File: config.mk
export PLATFORM = sky130hd
export DESIGN_NAME = token_divider_flat
export DESIGN_NICKNAME = d
export VERILOG_FILES = /design/src/rtl/token_divider_pkg.sv /design/src/rtl/token_divider_if.sv /design/src/rtl/token_divider_ch.sv /design/src/rtl/token_divider.sv /design/src/flat_wrapper.sv
export SDC_FILE = /design/constraint.sdc
export NUM_CORES = 1
export LEC_CHECK = 0
export BUFFER_PORTS_ARGS = -buffer_cell sky130_fd_sc_hd__buf_2
export CAP_MARGIN = 25
export CORE_MARGIN = 2
export CORE_UTILIZATION = 49
export CTS_CLUSTER_DIAMETER = 40
export DETAILED_ROUTE_END_ITERATION = 7
export MAX_ROUTING_LAYER = met4
export PLACE_DENSITY = 0.65
export SLEW_MARGIN = 20
export SYNTH_ARGS = -nofsm -noshare
export SYNTH_HDL_FRONTEND = slang
export SYNTH_SLANG_ARGS = --single-unit
File: constraint.sdc
create_clock -name clk -period 2 [get_ports clk]
set_input_delay 0.2 -clock clk [delete_from_list [all_inputs] [get_ports clk]]
set_output_delay 0.2 -clock clk [all_outputs]
set_load 0.03 [all_outputs]
File: src/rtl/token_divider_pkg.sv
// Shared constants, emit-phase type and ratio clamp used by the token divider.
package token_div_pkg;

  localparam int unsigned DEFAULT_RATIO = 2;

  typedef enum logic {
    EMIT_LAST  = 1'b0,
    EMIT_FIRST = 1'b1
  } emit_phase_e;

  // Raw ratios of 0 or 1 mean pass-through; anything above the maximum saturates.
  function automatic int unsigned clamp_ratio(input int unsigned raw,
                                              input int unsigned max_ratio);
    if (raw <= 1) begin
      return 1;
    end else if (raw > max_ratio) begin
      return max_ratio;
    end else begin
      return raw;
    end
  endfunction

endpackage

File: src/rtl/token_divider_if.sv
// Token, configuration and status signals of the token divider.
interface token_divider_if #(
  parameter int unsigned NUM_CH    = 4,
  parameter int unsigned MAX_RATIO = 8
);
  localparam int unsigned CW = $clog2(MAX_RATIO + 1);

  logic [NUM_CH-1:0] a;
  logic              cfg_we;
  logic [CW-1:0]     cfg_ratio;
  logic              cfg_first;
  logic              clear;
  logic [NUM_CH-1:0] b;
  logic [NUM_CH-1:0] pending;
  logic [CW-1:0]     ratio_q;

  modport master (
    output a, cfg_we, cfg_ratio, cfg_first, clear,
    input  b, pending, ratio_q
  );

  modport slave (
    input  a, cfg_we, cfg_ratio, cfg_first, clear,
    output b, pending, ratio_q
  );
endinterface

File: src/rtl/token_divider_ch.sv
// One decimator channel: token counter with first/last emit selection.
module token_div_ch
  import token_div_pkg::*;
#(
  parameter int unsigned CW = 4
) (
  input  logic        clk,
  input  logic        rst,
  input  logic        a_i,
  input  logic        flush_i,
  input  logic [CW-1:0] ratio_i,
  input  emit_phase_e first_i,
  output logic        b_o,
  output logic        pending_o
);

  logic [CW-1:0] cnt_q, cnt_d;
  logic          b_q, b_d;
  logic          pend_q, pend_d;
  logic          group_end;

  // With ratio 1 the counter sits at 0, so every token both opens and closes a group.
  assign group_end = (cnt_q == (ratio_i - CW'(1)));

  always_comb begin
    cnt_d = cnt_q;
    b_d   = 1'b0;
    if (flush_i) begin
      cnt_d = '0;
    end else if (a_i) begin
      b_d   = (first_i == EMIT_FIRST) ? (cnt_q == '0) : group_end;
      cnt_d = group_end ? '0 : cnt_q + CW'(1);
    end
    pend_d = (cnt_d != '0);
  end

  always_ff @(posedge clk or posedge rst) begin
    if (rst) begin
      cnt_q  <= '0;
      b_q    <= 1'b0;
      pend_q <= 1'b0;
    end else begin
      cnt_q  <= cnt_d;
      b_q    <= b_d;
      pend_q <= pend_d;
    end
  end

  assign b_o       = b_q;
  assign pending_o = pend_q;

endmodule

File: src/rtl/token_divider.sv
// Multi-channel token decimator: passes one of every ratio_q tokens per channel.
module token_divider
  import token_div_pkg::*;
#(
  parameter int unsigned NUM_CH    = 4,
  parameter int unsigned MAX_RATIO = 8
) (
  input logic              clk,
  input logic              rst,
  token_divider_if.slave   bus
);

  localparam int unsigned CW = $clog2(MAX_RATIO + 1);

  logic [CW-1:0]     ratio_q, ratio_d;
  emit_phase_e       first_q, first_d;
  logic              flush;
  logic [NUM_CH-1:0] b_w;
  logic [NUM_CH-1:0] pend_w;

  // A config write also clears the counters so they never exceed the new ratio.
  assign flush = bus.cfg_we | bus.clear;

  always_comb begin
    ratio_d = ratio_q;
    first_d = first_q;
    if (bus.cfg_we) begin
      ratio_d = CW'(clamp_ratio(32'(bus.cfg_ratio), MAX_RATIO));
      first_d = emit_phase_e'(bus.cfg_first);
    end
  end

  always_ff @(posedge clk or posedge rst) begin
    if (rst) begin
      ratio_q <= CW'(DEFAULT_RATIO);
      first_q <= EMIT_LAST;
    end else begin
      ratio_q <= ratio_d;
      first_q <= first_d;
    end
  end

  for (genvar i = 0; i < NUM_CH; i++) begin : g_ch
    token_div_ch #(.CW(CW)) u_ch (
      .clk       (clk),
      .rst       (rst),
      .a_i       (bus.a[i]),
      .flush_i   (flush),
      .ratio_i   (ratio_q),
      .first_i   (first_q),
      .b_o       (b_w[i]),
      .pending_o (pend_w[i])
    );
  end

  assign bus.b       = b_w;
  assign bus.pending = pend_w;
  assign bus.ratio_q = ratio_q;

endmodule

File: src/flat_wrapper.sv
// flat-port wrapper written by rule: the top's interface ports become plain ports
module token_divider_flat import token_div_pkg::*;
#(
  parameter int unsigned NUM_CH    = 4,
  parameter int unsigned MAX_RATIO = 8
)
  (clk, rst, bus_a, bus_cfg_we, bus_cfg_ratio, bus_cfg_first, bus_clear, bus_b, bus_pending, bus_ratio_q);
  token_divider_if #(.NUM_CH(NUM_CH), .MAX_RATIO(MAX_RATIO)) bus_i ();
  input logic clk;
  input logic rst;
  input wire logic [$bits(bus_i.a)-1:0] bus_a;
  input wire logic [$bits(bus_i.cfg_we)-1:0] bus_cfg_we;
  input wire logic [$bits(bus_i.cfg_ratio)-1:0] bus_cfg_ratio;
  input wire logic [$bits(bus_i.cfg_first)-1:0] bus_cfg_first;
  input wire logic [$bits(bus_i.clear)-1:0] bus_clear;
  output wire logic [$bits(bus_i.b)-1:0] bus_b;
  output wire logic [$bits(bus_i.pending)-1:0] bus_pending;
  output wire logic [$bits(bus_i.ratio_q)-1:0] bus_ratio_q;
  assign bus_i.a = bus_a;
  assign bus_i.cfg_we = bus_cfg_we;
  assign bus_i.cfg_ratio = bus_cfg_ratio;
  assign bus_i.cfg_first = bus_cfg_first;
  assign bus_i.clear = bus_clear;
  assign bus_b = bus_i.b;
  assign bus_pending = bus_i.pending;
  assign bus_ratio_q = bus_i.ratio_q;
  token_divider #(.NUM_CH(NUM_CH), .MAX_RATIO(MAX_RATIO)) u_core (.clk(clk), .rst(rst), .bus(bus_i));
endmodule
==> qor.yml, run 1 <==
route:
  drt_pre_antenna_iters: 4
  post_drt_wl_per_cell_microns: 14.1
  wirelength_mm: 3.68
  drc: 0
  num_vias: 1415
  drt_first_iter_violations: 70
  postRouteAntennaNets: 0
  vias_per_cell: 5.40
power_and_ir_drop:
  p_comb_share_pct: 21.4
  p_int_w: 0.00102
  pwr-share-clk_pct: 33.7
  power_density_nw_per_um2: 669
  vdd_drop_max_mv: 0.379
  pwr-share-seq_pct: 44.9
  switchingPower_w: 0.000409
  swShare_pct: 28.5
  leakage_nw: 0.980
placement:
  dp.final_hpwl_mm: 2.70
  port-buffer-count: 24
  gp_congestion: 0.788
cts:
  root_buffer: "clkbuf_8"
  htreeDepth: 2
  clock_sinks: 29
  cts_buffers: 5
  clkSlewWorstSetupHoldPaths_ps: 60
  cts_tree: "yes"
  insertion_delay_ps: 280
  cts_max_path_buffers: 2
sta:
  hold_viol_final: 28
  hold_slack_ps: -15.1
  rsz0062_at_grt: "no"
  worst-slew-pin-transition_ps: 647
  max_freq_mhz: 538
  fin_worst_skew_ps: 3.27
  post-route-period-util_pct: 92.9
  min_period_ps: 1860
  max_slew_margin_pct: 56.9
  final_max_slew_viol_count: 0
  setup_viol: 0
  tns_ps: 0
worst_setup_path:
  crit_fanout: 3
  crit_required_ps: 2200
  worstReg2RegStart: "u_core.bus.ratio_q[1]"
  reg2reg_depth: 6
  cp_num_buf_inv: 1
  critPathArrivalTime_ps: 2060
  startpoint_type: "register"
  worst-setup-path-type: "register to register"
  crit_chain: "inv_1 -> ha_4 -> xnor3_1 -> nand4_1 -> or3_1 -> a21oi_1"
  r2r_end: "u_core.g_ch[3].u_ch.b_o"
  crit_family: "flip-flops"
  critical-path-max-stage-delay_ps: 560
  cp_slowest_cell: "dfstp_2"
  r2r_slack_ps: 140
  cp-end-kind: "register"
yosys:
  synth_xor_xnor_area_share_pct: 18.5
  synth-main-ff-cell: "dfrtp_1"
  synthAdderAreaFrac_pct: 5.73
  synthDistinctLibCells: 43
  synth_top_area_share_pct: 35.6
  synth_compound_area_share_pct: 7.00
  async_reset_ff_share_pct: 100
  seq_area_frac_synth_pct: 37.0
  synth_top_family_by_area: "XOR/XNOR gates"
  syn_area_sq_um: 1970
  avgSynthCellArea_sq_um: 9.68
  synth-seq-cells: 29
  yosysTopAreaCell: "dfrtp_1"
  yosysMostFrequentCell: "dfrtp_1"
  ys_warn_count: 0
  synth_top_cells_by_count: "dfrtp_1 (28), nor3_1 (17), inv_1 (16), xor2_1 (16), nor2_1 (15)"
  synth_mux_area_share_pct: 3.63
  synth_simple_gate_area_share_pct: 18.5
  syn_nets: 225
  synth_area_leaders: "dfrtp_1 (36%), xor2_1 (7.1%), ha_1 (5.7%)"
  synth-edff-count: 0
  syn_inst: 203
floorplanning:
  io_pins: 25
  die_area_sq_um: 4530
  core-area_sq_um: 3940
  die_y_microns: 67.3
  initial_utilization_pct: 49.9
  row_count: 23
  dieWidth_microns: 67.3
finish:
  drive_above_1_share_pct: 18.4
  synthToLayoutAreaGrowth_pct: 8.97
  fin_nets: 234
  num_antenna_cells: 0
flow_run:
  max_cap_violations: 0
global_route:
  antenna_found_initial: 0
  gr-usage-all-layers_pct: 19.5
  grt_pass1_vias: 1310
  grt-ovfl-total: 0
  grt_max_degree: 30
  grt_pass1_wl_mm: 6.24
worst_hold_path:
  min-delay-path-class: "input port to async pin"
run_status:
  violations: "negative hold slack"
  run_status: "complete, but fails checks"
## final cells by class
type | instances | area [sq um]
fill | 340 | 1800
multi-input combinational | 134 | 1070
sequential | 29 | 727
timing repair buffer | 26 | 135
clock buffer | 7 | 86.3
tap | 50 | 62.6
inverter | 16 | 60.1
## sequential cells by signal, indices dropped and copies added, names as in the netlist
signal	cells
u_core.bus.ratio_q	4
u_core.first_q	1
u_core.g_ch.u_ch.b_o	4
u_core.g_ch.u_ch.cnt_q	16
u_core.g_ch.u_ch.pending_o	4
## routing by layer
metal	up-vias	global-route usage [%]	share of wire, %
met5	-	-	0
met4	0	9.18	2.0
met3	7	4.00	4.5
met2	33	28.8	47
met1	672	25.6	47
li1	703	-	-
## cell families (layout without fill, tap and decap cells)
group	Yosys count	count (layout)
xor gates and xnor gates	32	32
muxes	7	7
buffers and inverters	40	49
AOI/OAI and AO/OA	20	20
adders and majority gates	9	9
DFF	29	29
and+or+nand+nor	66	66
## worst max path at each step
stage,start,slack (ps),cells after the start,end
final,u_core.bus.ratio_q[1],140,6,u_core.g_ch[3].u_ch.b_o
after detailed placement,u_core.bus.ratio_q[1],50,6,u_core.g_ch[3].u_ch.cnt_q[1]
after floorplan,u_core.bus.ratio_q[0],80,7,u_core.g_ch[3].u_ch.b_o
after CTS,u_core.bus.ratio_q[1],30,6,u_core.g_ch[3].u_ch.cnt_q[1]
after global placement,u_core.bus.ratio_q[1],120,6,u_core.g_ch[0].u_ch.cnt_q[0]
after global routing,u_core.bus.ratio_q[1],20,6,u_core.g_ch[3].u_ch.b_o
## worst register-to-register path, cell delays in order (launching register included)
cell	delay [ps]
dfstp_2	560
inv_1	80
ha_4	170
xnor3_1	360
nand4_1	140
or3_1	330
a21oi_1	130
## cells in the final DEF (no fill, tap or decap), types with 2 or more instances in the layout
cell and n:
mux2i_1 6, xnor3_1 5, nand4_1 9, xnor2_1 10, xor2_1 16, o31ai_1 3, nand3b_1 2, buf_2 24
o22ai_1 2, or3_1 3, a31oi_1 2, buf_4 2, ha_1 8, inv_1 16, o21ai_0 2, a21oi_1 3
nand3_1 3, dfrtp_1 28, a22o_1 2, nand4b_1 2, nor3_1 17, nor2_1 15, nand2_1 7, clkbuf_8 6
## power groups by stage
| stage | sequential, W | clock [W] | combinational [W] |
|---|---|---|---|
| 6_report | 0.000644 | 0.000483 | 0.000307 |
| 5_1_grt | 0.000647 | 0.000517 | 0.000338 |
| 4_1_cts | 0.000643 | 0.000494 | 0.000296 |
| 3_5_place_dp | 0.000654 | 0 | 0.000294 |
| 3_3_place_gp | 0.000653 | 0 | 0.000286 |
| 2_1_floorplan | 0.000649 | 0 | 0.000245 |
## stage by stage
stage               setup slack, ps  utilization (%)  total power, W  cells  instance area (sq um)
global route                   15.7             54.3         0.00150    262                   2140
detailed placement             46.2             51.6        0.000949    255                   2030
global placement                119             51.6        0.000939    255                   2030
CTS                            31.4             53.8         0.00143    262                   2120
finish                          141             54.3         0.00143    262                   2140
floorplan                      82.8                -        0.000894    203                   1970
## timing repair
item                                    4_1_cts  5_1_grt
resized for setup                             0        4
hold endpoints to repair                      0        0
setup buffers                                 0        0
endpoints found under the setup margin        0       20
hold buffers                                  0        0
Power figures use the tool's default switching activity.
==> run 2: changes to the inputs <==
Settings changed: CELL_PAD_IN_SITES_DETAIL_PLACEMENT set to 1, CELL_PAD_IN_SITES_GLOBAL_PLACEMENT set to 1, CORE_UTILIZATION 49 to 45, PLACE_DENSITY 0.65 to 0.76.
==> qor.yml, run 2 (synthesized netlist as in run 1, its figures left out) <==
global_route:
  grt_pass1_wl_mm: 7.44  # was 6.24 mm
  grt_pass1_vias: 1541  # was 1310
  grt_max_degree: 21  # was 30
  antenna_found_initial: 0  # unchanged
  grt-ovfl-total: 0  # unchanged
  gr-usage-all-layers_pct: 19.9  # was 19.5%
worst_setup_path:
  cp-startpoint: "u_core.bus.ratio_q[1]"  # unchanged
  worst-setup-path-type: "register to register"  # unchanged
  reg2reg_depth: 6  # unchanged
  critPathArrivalTime_ps: 2090  # was 2060 ps
  cp-end-kind: "register"  # unchanged
  startpoint_type: "register"  # unchanged
  r2r_end: "u_core.g_ch[3].u_ch.b_o"  # unchanged
  worstReg2RegStart: "u_core.bus.ratio_q[1]"  # unchanged
  endpoint: "u_core.g_ch[3].u_ch.b_o"  # unchanged
  crit_required_ps: 2200  # about the same
  crit_fanout: 3  # unchanged
  r2r_slack_ps: 110  # was 140 ps
power_and_ir_drop:
  total_power_w: 0.00148  # was 0.00143 W
  swShare_pct: 29.6  # was 28.5%
  switchingPower_w: 0.000437  # was 0.000409 W
  pwr-share-clk_pct: 33.6  # was 33.7%
  vdd_drop_max_mv: 0.364  # was 0.379 mV
  p_comb_share_pct: 22.8  # was 21.4%
  p_int_w: 0.00104  # was 0.00102 W
  leakage_nw: 0.999  # was 0.980 nW
  pwr-share-seq_pct: 43.6  # was 44.9%
  power_density_nw_per_um2: 676  # was 669 nW/um^2
worst_hold_path:
  hold_path_depth: 2
  min-delay-path-class: "input port to register"  # was input port to async pin
finish:
  num_antenna_cells: 0  # unchanged
  final_cell_mix: "dfrtp_1 (28), buf_2 (24), nor3_1 (17)"  # unchanged
  drive_above_1_share_pct: 19.5  # was 18.4%
  top_register: "u_core.g_ch.u_ch.cnt_q"  # unchanged
  largest_reg_flops: 16  # unchanged
  instances_no_fill: 267  # was 262
  fin_nets: 236  # was 234
  layout_commonest_cell: "dfrtp_1"  # unchanged
  synthToLayoutAreaGrowth_pct: 11.1  # was 8.97%
  nFillCells: 490  # was 340
sta:
  max_freq_mhz: 528  # was 538 MHz
  setup_viol: 0  # unchanged
  worst-slew-pin-transition_ps: 689  # was 647 ps
  rsz0062_at_grt: "no"  # unchanged
  hold_viol_final: 0  # was 28
  fin_worst_skew_ps: 4.44  # was 3.27 ps
  tns_ps: 0  # unchanged
  post-route-period-util_pct: 94.7  # was 92.9%
  max_slew_margin_pct: 54.1  # was 56.9%
  final_max_slew_viol_count: 0  # unchanged
  hold_slack_ps: 152  # was -15.1 ps
  min_period_ps: 1890  # was 1860 ps
route:
  drt_pre_antenna_iters: 4  # unchanged
  wirelength_mm: 4.54  # was 3.68 mm
  drt_first_iter_violations: 96  # was 70
  post_drt_wl_per_cell_microns: 17.0  # was 14.1 microns
  num_vias: 1488  # was 1415
  drc: 0  # unchanged
  vias_per_cell: 5.57  # was 5.40
  postRouteAntennaNets: 0  # unchanged
flow_run:
  max_cap_violations: 0  # unchanged
cts:
  post_cts_buffers: 0  # unchanged
  cts_max_path_buffers: 2  # unchanged
  htreeDepth: 2  # unchanged
  cts_buffers: 5  # unchanged
  clock_sinks: 29  # unchanged
  root_buffer: "clkbuf_8"  # unchanged
  insertion_delay_ps: 280  # about the same
  cts_tree: "yes"  # unchanged
  clkSlewWorstSetupHoldPaths_ps: 60  # about the same
floorplanning:
  die_y_microns: 70.1  # was 67.3 microns
  io_pins: 25  # unchanged
  initial_utilization_pct: 45.8  # was 49.9%
  die_area_sq_um: 4910  # was 4530 sq um
  dieWidth_microns: 70.1  # was 67.3 microns
  core-area_sq_um: 4290  # was 3940 sq um
  row_count: 24  # was 23
placement:
  dpl.cell_count: 258  # was 255
  gp_congestion: 0.802  # was 0.788
  dp.final_hpwl_mm: 3.27  # was 2.70 mm
  port-buffer-count: 24  # unchanged
run_status:
  run_status: "finished clean"  # was complete, but fails checks
run 2: changes by cell type in the layout (fill, tap and decap cells not counted):
cell	change
dlygate4sd3_1	+1
xnor2_2	+1
nand3_2	+1
nor3_4	+1
buf_4	+1
nor3_2	-1
clkbuf_1	+1
xnor2_1	-1
nand3_1	-1
run 2: how the worst min path moves through the flow:
stage / from / endpoint / slack [ps]
floorplan: rst / u_core.bus.ratio_q[0] / 280
global placement: rst / u_core.g_ch[0].u_ch.b_o / 180
detailed placement: rst / u_core.g_ch[0].u_ch.pending_o / 200
CTS: bus_cfg_first / u_core.first_q / 150
global route: bus_cfg_first / u_core.first_q / 140
finish: bus_cfg_first / u_core.first_q / 150
run 2: power by group through the flow:
stage | combinational (W) | sequential [W] | clock (W)
floorplan | 0.000245 | 0.000649 | 0
finish | 0.000336 | 0.000644 | 0.000497
CTS | 0.000310 | 0.000643 | 0.000509
detailed placement | 0.000306 | 0.000654 | 0
global route | 0.000364 | 0.000648 | 0.000549
global placement | 0.000292 | 0.000651 | 0
run 2: area by class of cell:
cell class	instances	area (sq um)	share of cell area, %
multi-input combinational	134	1090	49.9
clock buffer	8	90.1	4.12
tap	52	65.1	2.98
inverter	16	60.1	2.75
timing repair buffer	28	153	6.99
sequential	29	727	33.3
run 2: stage by stage:
stage | utilization [%] | setup WS, ps | area [sq um]
after floorplan | - | 82.8 | 1970
after global placement | 47.6 | 150 | 2040
after detailed placement | 47.6 | 51.4 | 2040
after CTS | 49.9 | 12.3 | 2140
after global routing | 50.9 | 17.1 | 2180
final | 50.9 | 106 | 2180
run 2: worst max-delay path: stages (launching register included):
cell and delay [ps]:
dfstp_2 570, inv_1 100, ha_4 190, xnor3_1 350, nand4_1 130, or3_1 340
a21oi_1 130
run 2: layer usage:
| metal | vias to the layer above | GRT usage (%) | part of all wire, % |
|---|---|---|---|
| li1 | 706 | - | - |
| met1 | 738 | 23.9 | 44 |
| met2 | 36 | 34.3 | 52 |
| met3 | 8 | 4.47 | 3.4 |
| met4 | 0 | 4.91 | 1.2 |
| met5 | - | - | 0 |
run 2: timing repair:
action                     CTS  global route
hold buffers                 1             0
gates resized for setup      0             7
setup endpoints to repair    0            22
hold endpoints to repair     9             0
